### src/rtl/patgen_pkg.sv
// Shared types and helpers for the timed pattern generator.
package patgen_pkg;

  typedef enum logic {
    IDLE = 1'b0,
    RUN  = 1'b1
  } state_t;

  // A programmed delay of zero is treated as a single cycle.
  function automatic logic [31:0] clamp_dly(input logic [31:0] d);
    return (d == '0) ? 32'd1 : d;
  endfunction

endpackage

### src/rtl/patgen_step_ram.sv
// Step table: DEPTH x DW register file, one synchronous write port and one asynchronous read port.
// Contents are intentionally not reset.
module patgen_step_ram #(
  parameter int unsigned DEPTH = 8,
  parameter int unsigned DW    = 12
) (
  input  logic                     clk,
  input  logic                     we,
  input  logic [$clog2(DEPTH)-1:0] waddr,
  input  logic [DW-1:0]            wdata,
  input  logic [$clog2(DEPTH)-1:0] raddr,
  output logic [DW-1:0]            rdata
);

  logic [DW-1:0] mem [DEPTH];

  always_ff @(posedge clk) begin
    if (we) mem[waddr] <= wdata;
  end

  assign rdata = mem[raddr];

endmodule

### src/rtl/timed_pattern_gen.sv
// Programmable timed waveform sequencer: plays (value, delay) steps from a table onto out.
// Define PATGEN_LOOP_EN to add the loop input for continuous playback.
module timed_pattern_gen
  import patgen_pkg::*;
#(
  parameter int unsigned       WIDTH    = 4,
  parameter int unsigned       DEPTH    = 8,
  parameter int unsigned       DLY_W    = 8,
  parameter logic [WIDTH-1:0]  INIT_VAL = '0
) (
  input  logic                       clk,
  input  logic                       rst,
  input  logic                       wr_en,
  input  logic [$clog2(DEPTH)-1:0]   wr_addr,
  input  logic [WIDTH-1:0]           wr_value,
  input  logic [DLY_W-1:0]           wr_delay,
  input  logic [$clog2(DEPTH):0]     num_steps,
  input  logic                       start,
  input  logic                       stop,
`ifdef PATGEN_LOOP_EN
  input  logic                       loop,
`endif
  output logic [WIDTH-1:0]           out,
  output logic                       busy,
  output logic [$clog2(DEPTH)-1:0]   step_idx,
  output logic                       done
);

  localparam int unsigned AW = $clog2(DEPTH);
  localparam int unsigned NW = AW + 1;
  localparam int unsigned EW = WIDTH + DLY_W;

  state_t            state;
  logic [DLY_W-1:0]  counter;
  logic [AW-1:0]     last_idx;
  logic [WIDTH-1:0]  cur_val;
  logic              loop_q;
  logic              loop_in;

  logic              pend_v;
  logic [AW-1:0]     pend_addr;
  logic [EW-1:0]     pend_data;

  logic              start_ok;
  logic              due;
  logic              is_last;
  logic              finishing;
  logic              to_idle;
  logic [AW-1:0]     next_idx;
  logic [AW-1:0]     rd_addr;
  logic [EW-1:0]     rd_data;
  logic [WIDTH-1:0]  rd_value;
  logic [DLY_W-1:0]  rd_delay;
  logic              ram_we;
  logic [AW-1:0]     ram_waddr;
  logic [EW-1:0]     ram_wdata;

`ifdef PATGEN_LOOP_EN
  assign loop_in = loop;
`else
  assign loop_in = 1'b0;
`endif

  assign start_ok  = (state == IDLE) && start &&
                     (num_steps != '0) && (num_steps <= NW'(DEPTH));
  assign due       = (state == RUN) && (counter == DLY_W'(1));
  assign is_last   = (step_idx == last_idx);
  assign finishing = due && !stop && is_last && !loop_q;
  assign to_idle   = rst || ((state == RUN) && (stop || finishing));
  assign next_idx  = is_last ? '0 : step_idx + AW'(1);

  // The read port always looks one step ahead: at the due edge of step i we
  // need value/delay of step i+1, while step i's value is already in cur_val.
  assign rd_addr  = (state == RUN) ? next_idx : '0;
  assign rd_value = rd_data[EW-1:DLY_W];
  assign rd_delay = rd_data[DLY_W-1:0];

  // A write coinciding with an accepted start is held back and committed when
  // playback ends, so the running sequence only ever sees the pre-write table.
  assign ram_we    = ((state == IDLE) && wr_en && !start_ok) || (pend_v && to_idle);
  assign ram_waddr = pend_v ? pend_addr : wr_addr;
  assign ram_wdata = pend_v ? pend_data : {wr_value, wr_delay};

  patgen_step_ram #(
    .DEPTH (DEPTH),
    .DW    (EW)
  ) u_step_ram (
    .clk   (clk),
    .we    (ram_we),
    .waddr (ram_waddr),
    .wdata (ram_wdata),
    .raddr (rd_addr),
    .rdata (rd_data)
  );

  always_ff @(posedge clk) begin
    if (rst) begin
      state     <= IDLE;
      out       <= INIT_VAL;
      busy      <= 1'b0;
      done      <= 1'b0;
      step_idx  <= '0;
      counter   <= '0;
      last_idx  <= '0;
      cur_val   <= '0;
      loop_q    <= 1'b0;
      pend_v    <= 1'b0;
      pend_addr <= '0;
      pend_data <= '0;
    end else begin
      done <= 1'b0;
      case (state)
        IDLE: begin
          if (start_ok) begin
            state     <= RUN;
            busy      <= 1'b1;
            step_idx  <= '0;
            last_idx  <= AW'(num_steps - NW'(1));
            counter   <= DLY_W'(clamp_dly(32'(rd_delay)));
            cur_val   <= rd_value;
            loop_q    <= loop_in;
            pend_v    <= wr_en;
            pend_addr <= wr_addr;
            pend_data <= {wr_value, wr_delay};
          end
        end
        RUN: begin
          if (stop) begin
            state   <= IDLE;
            busy    <= 1'b0;
            counter <= '0;
            pend_v  <= 1'b0;
          end else if (due) begin
            out <= cur_val;
            if (is_last && !loop_q) begin
              state   <= IDLE;
              busy    <= 1'b0;
              done    <= 1'b1;
              counter <= '0;
              pend_v  <= 1'b0;
            end else begin
              step_idx <= next_idx;
              counter  <= DLY_W'(clamp_dly(32'(rd_delay)));
              cur_val  <= rd_value;
            end
          end else begin
            counter <= counter - DLY_W'(1);
          end
        end
        default: state <= IDLE;
      endcase
    end
  end

endmodule

### config.mk
export PLATFORM = sky130hd
export DESIGN_NAME = timed_pattern_gen
export DESIGN_NICKNAME = d
export VERILOG_FILES = /design/src/rtl/patgen_pkg.sv /design/src/rtl/patgen_step_ram.sv /design/src/rtl/timed_pattern_gen.sv
export SDC_FILE = /design/constraint.sdc
export NUM_CORES = 1
export LEC_CHECK = 0
export BUFFER_PORTS_ARGS = -buffer_cell sky130_fd_sc_hd__buf_2
export CORE_ASPECT_RATIO = 0.7
export CORE_MARGIN = 2
export CORE_UTILIZATION = 40
export CTS_CLUSTER_SIZE = 14
export DETAILED_ROUTE_END_ITERATION = 8
export RECOVER_POWER = 25
export REMOVE_ABC_BUFFERS = 1
export SYNTH_ARGS = -nofsm -noshare
export SYNTH_HDL_FRONTEND = slang
export SYNTH_HIERARCHICAL = 1
export SYNTH_SLANG_ARGS = --single-unit
export TNS_END_PERCENT = 30
### constraint.sdc
create_clock -name clk -period 7.3 [get_ports clk]
set_input_delay 1.095 -clock clk [delete_from_list [all_inputs] [get_ports clk]]
set_output_delay 1.095 -clock clk [all_outputs]
set_load 0.02 [all_outputs]
; ---- Word level (Yosys, flattened, before mapping)
; Memories as Yosys holds them, arrays and structs flattened.
; Index checks and enable logic that the tools add are counted.
[op_classes]
n_addsub = 3
n_reduce_logical = 22
n_eq_ne = 8
n_bitwise = 3
magnitude_cmp = 1
mux = 35
[ops]
columns = operator, count
row1 = $mux 8, 5
row2 = $mux 3, 7
row3 = $mux 4, 4
row4 = $pmux 8 s2, 1
row5 = $mux 1, 12
row6 = $mux 12, 1
row7 = $logic_and 1x1->1, 10
row8 = $eq 8x1->1 const B, 1
row9 = $logic_not 8->1, 1
row10 = $pmux 4 s2, 1
row11 = $sub 8x1->8 const B, 1
row12 = $ne 2x2->1 const B, 3
row13 = $ne 3x2->1 const B, 2
row14 = $pmux 1 s2, 3
row15 = $pmux 3 s2, 1
row16 = $reduce_and 3->1, 2
row17 = $le 4x4->1 const B, 1
row18 = $reduce_and 4->1, 1
row19 = $reduce_bool 4->1, 1
row20 = $reduce_or 4->1, 1
row21 = $add 3x1->3 const B, 1
row22 = $eq 3x3->1, 1
row23 = $logic_or 1x1->1, 3
row24 = $not 1->1, 3
row25 = 4 further kinds, 5
[word_totals]
input_bits = 24
ram_bits = 96
register_bits = 41
output_inout_bits = 9
wordCells = 84
n_memories = 1
[memory_table]
columns = memory, depth, word_bits, rd, rd_ports_with_merged_regs, write_ports, line
row1 = u_step_ram.mem, 8, 12, 1, 0, 1, patgen_step_ram.sv:15  ; logic [DW-1:0] mem [DEPTH];

; ---- Depth between registers and ports, before layout
; Gate-level depths: netlist (run 1).
[logic_depth]
depth_word = 11
depth_mapped = 12
depth_no_buf = 10

; ---- Hierarchy
; Netlist (run 1), hierarchy kept.
[by_module_without_submodules]
columns = mod, n_inst, cells_per_inst, area_per_inst_um2, seq_area_each_um2
row1 = patgen_step_ram, 1, 152, 3747.3, 2882.8
row2 = timed_pattern_gen, 1, 270, 2184.6, 820.8

; ---- Least setup slack after synthesis (run 1)
; No wires, ideal clock.
[synth_timing]
path_type = input to register
start = in num_steps[0]
end = mem u_step_ram.mem[0][0] (enable)
path_buffers = 0
t_arrival_ps = 2891
cell_stages = 8
slack_ps = 4012
cell_sequence = inv_1 > ha_1 > nand2b_1 > xor2_1 > a21oi_1 > a22o_1 > nand2b_1 > nor3_1
[synth_via]
elab_chain_len = 8
[synth_lines]
columns = item, line
row1 = start: declaration, timed_pattern_gen.sv:17  ; input logic [$clog2(DEPTH):0] num_steps,
row2 = "parallel branches: the longest is 2 deep, another holds $le 4x4->1", --
row3 = $logic_and 1x1->1 (*), timed_pattern_gen.sv:65  ; (num_steps != '0) && (num_steps <= NW'(DEPTH));
row4 = $logic_not 1->1 (*), timed_pattern_gen.sv:80  ; assign ram_we = ((state == IDLE) && wr_en && !start_ok) || (pend_v && to_idle);
row5 = $logic_and 1x1->1 (*), timed_pattern_gen.sv:80
row6 = $logic_or 1x1->1 (*), timed_pattern_gen.sv:80
row7 = net ram_we, timed_pattern_gen.sv:54  ; logic ram_we;
row8 = $mux 1 (*), patgen_step_ram.sv:18  ; if (we) mem[waddr] <= wdata;
row9 = $mux 1 (implied by the code) (*), patgen_step_ram.sv:18
row10 = end: declaration, patgen_step_ram.sv:15
; Mark *: on every way through the listed nets, which the timed path passes.

; ---- Final worst setup path (run 1)
[layout_timing]
start = in num_steps[0]
end = mem u_step_ram.mem[6][8] (enable)
; The elaborated chain is that of the path after synthesis.

==> summary.md, run 1 <==
| Metric | Value |
|---|---|
| Status | finished, final reports clean |
| Final Cycle Share | 45.4% |
| Gr ovfl total | 0 |
| Core box area | 14600 um2 |
| Hold Crit Depth | 2 |
| CTS H-Tree Depth | 4 |
| Gpl congestion | 0.815 |
| Post_cts resized | 0 |
| Pin count of the biggest net entering global routing | 41 |
| First-pass GRT wire length | 20200 um |
| Hold path start | pend_data[11] |
| Reg2reg setup slack | 3.99 ns |
| Post-detailed-route via-to-cell ratio | 5.51 |
| Hold EP | pend_data[11] |
| Antenna Cells | 0 |
| FF+latch count, synth | 137 |
| Tot GR Track Use | 17.4% |
| EDFF count, synth | 96 |
| CP Data Arrival Time | 3.33 ns |
| # setup viols final | 0 |
| Reg2Reg Launch Point | step_idx[0] |
| Setup TNS Final | 0 ns |
| Post-CTS Setup Repair Bufs | 0 |
| Place WS | 3.54 ns |
| Post-synthesis async set-or-reset flop share | 0% |
| Worst setup SP type | primary input |
| Clk buf depth | 2 |
| Pleak | 2.35 nW |
| Crit. Startpoint | num_steps[0] |
| Final WL | 13000 um |
| Hpwl dp | 8700 um |
| Final ANT Viol Nets | 0 |
| Layout cells sized above 1 | 20.6% |
| Row count | 37 |
| Port bufs | 32 |
| Metal2 WL | 5890 um |
| Top FF cell, synth | edfxtp_1 |
| Chip Height | 106 um |
| Peak VDD IR | 0.195 mV |
| Storage element area | 3700 um2 |
| Seq/Total Area, Yosys | 62.4% |
| Initial antenna violation count | 0 |
| Final #Nets | 486 |
| Highest routed metal layer | met4 |
| Area of the multi-input gates | 2120 um2 |
| Clk root buf | clkbuf_16 |
| Hold Crit Class | flip-flop to flip-flop |
| WL met3 | 613 um |
| PwrDens | 290 nW/um2 |
| RSZ-0062 raised after global routing | false |
| CP cell instances | buf_2 > inv_1 > ha_1 > nand2b_1 > xor2_1 > a21oi_1 > a22o_1 > nand2_1 > nor2_1 |
| Worst path required time | 7.32 ns |
| Die W | 150 um |
| Final Hold Fails | 0 |
| CP endpoint kind | flip-flop |
| CTS sink count | 137 |
| Setup Crit Path Kind | primary input to flip-flop |
| Synthesized area | 5930 um2 |
| CP max stage cell | nor2_1 |
| Synth Instances | 422 |
| Fmax | 302 MHz |
| Num ports | 33 |
| Util after Layout | 47.7% |
| Worst-margin pin slew | 1.26 ns |
| Final worst slack | 3.99 ns |
| Filler Cell Count | 1274 |
| Synthesis Warnings | 6 |
| Critical path's largest stage delay | 0.98 ns |
| Met1 Wirelength | 6300 um |
| Yosys cell types | 50 |
| Max Cap Violations | 0 |
| Die area | 15800 um2 |
| Initial core utilization | 40.7% |
| Crit Path Max Fanout | 12 |
| TritonCTS clock tree | done |
| TritonCTS Buffers | 17 |
| Max Slew Vio Count | 0 |
| CTS hold repair buffers | 0 |
| Drt first pass iters | 4 |
| Residual DRC | 0 |
| Vias in the first global route | 3556 |
| Register-to-Register Path Depth | 11 |
| Initial DRC Count | 228 |
| Avg Synthesized Cell Area | 14.1 um2 |
| Reg2Reg Capture Point | counter[0] |
| Worst skew pair latency | 0.42 ns |
| Slew margin rel. | 16.0% |
| WL per Instance | 19.6 um |
| Clock skew | 0.0207 ns |
| Clk slew on worst S/H paths | 0.06 ns |
| Vias post-DR | 3667 |
| Synthesis-to-finish area growth | 17.4% |
| Final Critical Period | 3.31 ns |
[layer usage]
| layer | track usage [%] | up-vias |
|---|---|---|
| met5 | 0 | - |
| met1 | 25.7 | 1821 |
| met3 | 4.20 | 19 |
| li1 | - | 1712 |
| met2 | 25.2 | 115 |
| met4 | 5.92 | 0 |
[worst max-delay path by stage]
stage,endpoint,slack (ns),cells past startpoint
floorplan,counter[4],3.39,9
global placement,u_step_ram/mem[7][8],3.72,9
detailed placement,u_step_ram/mem[7][8],3.54,9
CTS,u_step_ram/mem[7][11],3.97,9
global route,counter[0],3.79,11
finish,u_step_ram/mem[6][8],3.99,9
[final cells by class]
cell class                 instances  area share (%)
clock inverter                    14            3.61
multi-input combinational        259            30.4
sequential                       137            53.2
tap                              195            3.50
timing repair buffer              36            2.73
inverter                           7           0.377
clock buffer                      18            6.16
[registers in the layout, summed over array words and instances (netlist names)]
signal          cells
out                 4
last_idx            3
pend_v              1
busy                1
pend_addr           3
state               1
cur_val             4
pend_data          12
step_idx            3
counter             8
done                1
u_step_ram/mem     96
[report_power, final]
| group | switching, mW | internal, mW | leakage (nW) |
|---|---|---|---|
| registers | 0.0180 | 0.864 | 1.21 |
| clock network | 0.313 | 0.671 | 0.323 |
| logic | 0.0939 | 0.0562 | 0.820 |
[cell usage after synthesis (2+ instances only)]
cell type	number	share of area [%]
mux2_2	27	5.1
mux2i_1	2	0.34
dfxtp_1	41	14
nor3_1	8	0.67
xnor2_1	7	1.0
and3_1	3	0.32
a21oi_1	34	2.9
nand3_1	11	0.93
inv_1	7	0.44
nand2b_1	7	0.74
o21ai_0	15	1.3
or2_2	2	0.21
mux4_1	21	9.3
mux4_2	3	1.1
a31oi_1	3	0.32
a211oi_1	4	0.51
o21ai_1	2	0.17
nand2_1	47	3.0
nor2_1	27	1.7
buf_6	3	0.57
o22ai_1	4	0.42
buf_2	4	0.34
nand4_1	2	0.21
a311oi_1	3	0.44
ha_1	4	0.84
edfxtp_1	96	49
nor4_1	2	0.21
clkbuf_1	11	0.70
[cell families after synthesis]
group | Yosys count | share of synthesized area [%]
compound gates | 76 | 7.61
buf+inv | 26 | 2.17
xor+xnor | 8 | 1.18
mux | 53 | 15.9
simple gates | 118 | 9.85
fa+ha+maj | 4 | 0.844
flops | 137 | 62.4
[metrics by stage]
| step | cell area [um2] | hold slack [ns] | std cells | power (mW) |
|---|---|---|---|---|
| 3_3_place_gp | 6280 | 0.439 | 634 | 1.04 |
| 2_1_floorplan | 5830 | 0.426 | 403 | 0.993 |
| 4_1_cts | 6960 | 0.455 | 666 | 2.03 |
| 6_report | 6960 | 0.452 | 666 | 2.02 |
| 5_1_grt | 6960 | 0.476 | 666 | 2.08 |
| 3_5_place_dp | 6280 | 0.447 | 634 | 1.05 |
[worst max-delay path: cells and delay by family]
| kind | cells | cell delay [ns] |
|---|---|---|
| AND/OR/NAND/NOR | 3 | 1.23 |
| AO/OA/AOI/OAI | 2 | 0.50 |
| buffers and inverters | 2 | 0.15 |
| XOR/XNOR | 1 | 0.20 |
| adder cells (fa/ha/maj) | 1 | 0.15 |
[placed cells by master (no fill, tap or decap), types with 2 or more instances in the layout]
| cell type | n |
|---|---|
| nor4_1 | 2 |
| buf_2 | 32 |
| inv_1 | 7 |
| clkbuf_16 | 17 |
| buf_4 | 4 |
| mux2i_1 | 2 |
| a311oi_1 | 3 |
| xnor2_1 | 7 |
| mux4_1 | 21 |
| nand3_1 | 11 |
| clkinv_2 | 3 |
| nor3_1 | 6 |
| ha_1 | 4 |
| nor2_1 | 26 |
| dfxtp_1 | 41 |
| clkinvlp_4 | 3 |
| bufinv_16 | 7 |
| and3_1 | 3 |
| a31oi_1 | 3 |
| a21oi_1 | 34 |
| o22ai_1 | 4 |
| nand2_1 | 47 |
| o21ai_0 | 15 |
| nand4_1 | 2 |
| or2_2 | 2 |
| o21ai_1 | 2 |
| a211oi_1 | 4 |
| mux4_2 | 3 |
| nor3_2 | 2 |
| mux2_2 | 17 |
| mux2_1 | 10 |
| edfxtp_1 | 96 |
| nand2b_1 | 7 |
No activity file was read; power rests on OpenSTA's default activity.
==> run 2: changes to the inputs <==
- clock period: 7.3 -> 2.9 ns (I/O delays scaled with it)
==> run 2 against run 1 <==
Die area unchanged. Wire length increased by 2.0%. Critical path depth increased by 2. Power increased by 130%. Global-route usage increased by 0.13 points. Clock power increased by 110%. Register-to-register slack got worse by 3.8 ns. First-iteration DRC count increased by 0.44%. Utilization increased by 0.60 points. Sequential power increased to 2.5 times the previous value. Flip-flop and latch count unchanged. Critical endpoint is now counter[0]. Largest power group is now sequential cells.
==> summary.md, run 2 (synthesis gave the netlist of run 1 again) <==
| Metric | Value |
|---|---|
| Die area | 15800 um2 (unchanged) |
| Num ports | 33 (unchanged) |
| Final Critical Period | 2.71 ns |
| Worst skew pair latency | 0.41 ns (about the same) |
| Vias post-DR | 3753 (+2.3%) |
| Pin count of the biggest net entering global routing | 40 (-2.4%) |
| Post-detailed-route via-to-cell ratio | 5.42 (-1.5%) |
| Setup Crit Path Kind | flip-flop to flip-flop |
| Fin cells | 692 (+3.9%) |
| Peak VDD IR | 0.520 mV (+170%) |
| Layout cells sized above 1 | 23.7% (+3.1 points) |
| Vias in the first global route | 3616 (+1.7%) |
| Status | finished, final reports clean |
| Initial core utilization | 40.7% (unchanged) |
| TritonCTS clock tree | done |
| Core box area | 14600 um2 (unchanged) |
| Slew margin rel. | 5.61% (-10 points) |
| Clk buf depth | 2 (unchanged) |
| Largest registers | u_step_ram/mem: 96 flops, pend_data: 12 flops, counter: 8 flops |
| Worst path required time | 3.23 ns (-4.09 ns) |
| TritonCTS Buffers | 17 (unchanged) |
| Kind of cell adding the most delay to the critical path | multiplexers |
| Most frequent cells in the layout | 96 x edfxtp_1, 47 x nand2_1, 41 x dfxtp_1 |
| Synthesis-to-finish area growth | 18.9% |
| Clk root buf | clkbuf_16 |
| Final ANT Viol Nets | 0 (unchanged) |
| Initial antenna violation count | 0 (unchanged) |
| Clock skew | 0.00946 ns (-0.0113 ns) |
| WL per Instance | 19.2 um (-1.8%) |
| Reg2Reg Capture Point | counter[0] |
| Max Slew Vio Count | 0 (unchanged) |
| Final Cycle Share | 93.5% |
| Row count | 37 (unchanged) |
| Crit-path most repeated cell | o22ai_1 |
| Max Cap Violations | 0 (unchanged) |
| Setup TNS Final | 0 ns (unchanged) |
| Final #Nets | 512 (+5.3%) |
| RSZ-0062 raised after global routing | false |
| Chip Height | 106 um (unchanged) |
| # setup viols final | 0 (unchanged) |
| CP max stage cell | mux4_1 |
| Critical path buffer and inverter count | 1 (-1) |
| Antenna Cells | 0 (unchanged) |
| PwrDens | 660 nW/um2 (+130%) |
| Crit Path Max Fanout | 12 (unchanged) |
| Placed Area | 6480 um2 (+3.2%) |
| Tot GR Track Use | 17.5% (+0.13 points) |
| Reg2reg setup slack | 0.19 ns (-3.80 ns) |
| Register-to-Register Path Depth | 11 (unchanged) |
| CTS H-Tree Depth | 4 (unchanged) |
| Final WL | 13300 um (+2.0%) |
| CP endpoint kind | flip-flop |
| CP Data Arrival Time | 3.04 ns (-0.29 ns) |
| Hold path start | num_steps[0] |
| Gpl congestion | 0.859 (+5.5%) |
| Final Hold Fails | 0 (unchanged) |
| Die W | 150 um (unchanged) |
| CP cell instances | xnor2_1 > nand3_1 > nand2_1 > nor2_4 > buf_12 > mux4_1 > mux2_2 > nor4_2 > a21o_1 > o22ai_1 > o22ai_1 |
| Fmax | 369 MHz |
| CTS hold repair buffers | 0 (unchanged) |
| Drt first pass iters | 5 (+1) |
| First-pass GRT wire length | 20500 um (+1.6%) |
| Filler Cell Count | 1284 (+0.78%) |
| Design Area, Final | 7050 um2 (+1.3%) |
| Largest Register | u_step_ram/mem |
| Critical path's largest stage delay | 0.56 ns (-0.42 ns) |
| Gr ovfl total | 0 (unchanged) |
| Initial DRC Count | 229 (+0.44%) |
| Hold Crit Depth | 2 (unchanged) |
| Worst-margin pin slew | 1.42 ns (+0.160 ns) |
| Port bufs | 32 (unchanged) |
| Hpwl dp | 8900 um (+2.3%) |
| Placed insts | 659 (+3.9%) |
| Pleak | 2.41 nW (+2.6%) |
| Most common cell after layout, fill and taps aside | edfxtp_1 |
| Residual DRC | 0 (unchanged) |
| CTS sink count | 137 (unchanged) |
| Hold EP | last_idx[0] |
| Util after Layout | 48.3% (+0.60 points) |
| Reg2Reg Launch Point | step_idx[1] |
| Worst setup SP type | flip-flop |
| Clk slew on worst S/H paths | 0.06 ns (about the same) |
| Hold Crit Class | primary input to flip-flop |
| Largest register FFs | 96 (unchanged) |
run 2: cell count changes in the layout (fill, tap and decap cells not counted), moves of 4 or more:
cell / previous run / this run
inv_4: 0 / 4
clkbuf_1: 1 / 12
mux2_1: 10 / 5
mux2_2: 17 / 22
bufinv_16: 7 / 0
buf_2: 32 / 22
buf_4: 4 / 27
run 2: worst max-delay path by stage:
stage / slack (ns) / cells after the start / endpoint / startpoint
2_1_floorplan: -1.01 / 9 / counter[4] / step_idx[0]
3_3_place_gp: 0.26 / 11 / counter[0] / step_idx[1]
3_5_place_dp: 0.18 / 11 / counter[0] / step_idx[1]
4_1_cts: 0.14 / 11 / counter[0] / step_idx[1]
5_1_grt: 0.01 / 10 / counter[4] / step_idx[1]
6_report: 0.19 / 11 / counter[0] / step_idx[1]
run 2: stage by stage:
step / setup WS, ns / hold slack (ns) / power (mW)
floorplan: -1.01 / 0.426 / 2.50
global placement: 0.261 / 0.439 / 2.65
detailed placement: 0.176 / 0.447 / 2.66
CTS: 0.144 / 0.207 / 4.70
global route: 0.0129 / 0.245 / 4.83
finish: 0.190 / 0.246 / 4.66
run 2: power by group:
group | internal (mW) | leakage (nW) | total (mW) | switching [mW]
registers | 2.17 | 1.21 | 2.21 | 0.0386
logic | 0.168 | 0.917 | 0.412 | 0.243
clock network | 1.20 | 0.287 | 2.03 | 0.830
total | 3.54 | 2.41 | 4.66 | 1.11
run 2: repair_timing:
action                     4_1_cts  5_1_grt
gates resized for setup          0        2
setup endpoints to repair        0        2
buffers inserted                 0        0
run 2: final cells by class:
cell class	instances	area, um2	area share (%)
flip-flops and latches	137	3700	52.5
clock buffers	20	479	6.80
repair buffers	62	399	5.66
multi-input cells	259	2110	30.0
well taps	195	244	3.46
inverters	7	26.3	0.373
clock inverters	12	83.8	1.19
run 2: metal layers:
layer	GRT usage (%)	wire (um)
met5	0	0
met4	4.69	91
met3	3.72	667
met2	26.3	6130
met1	26.0	6390
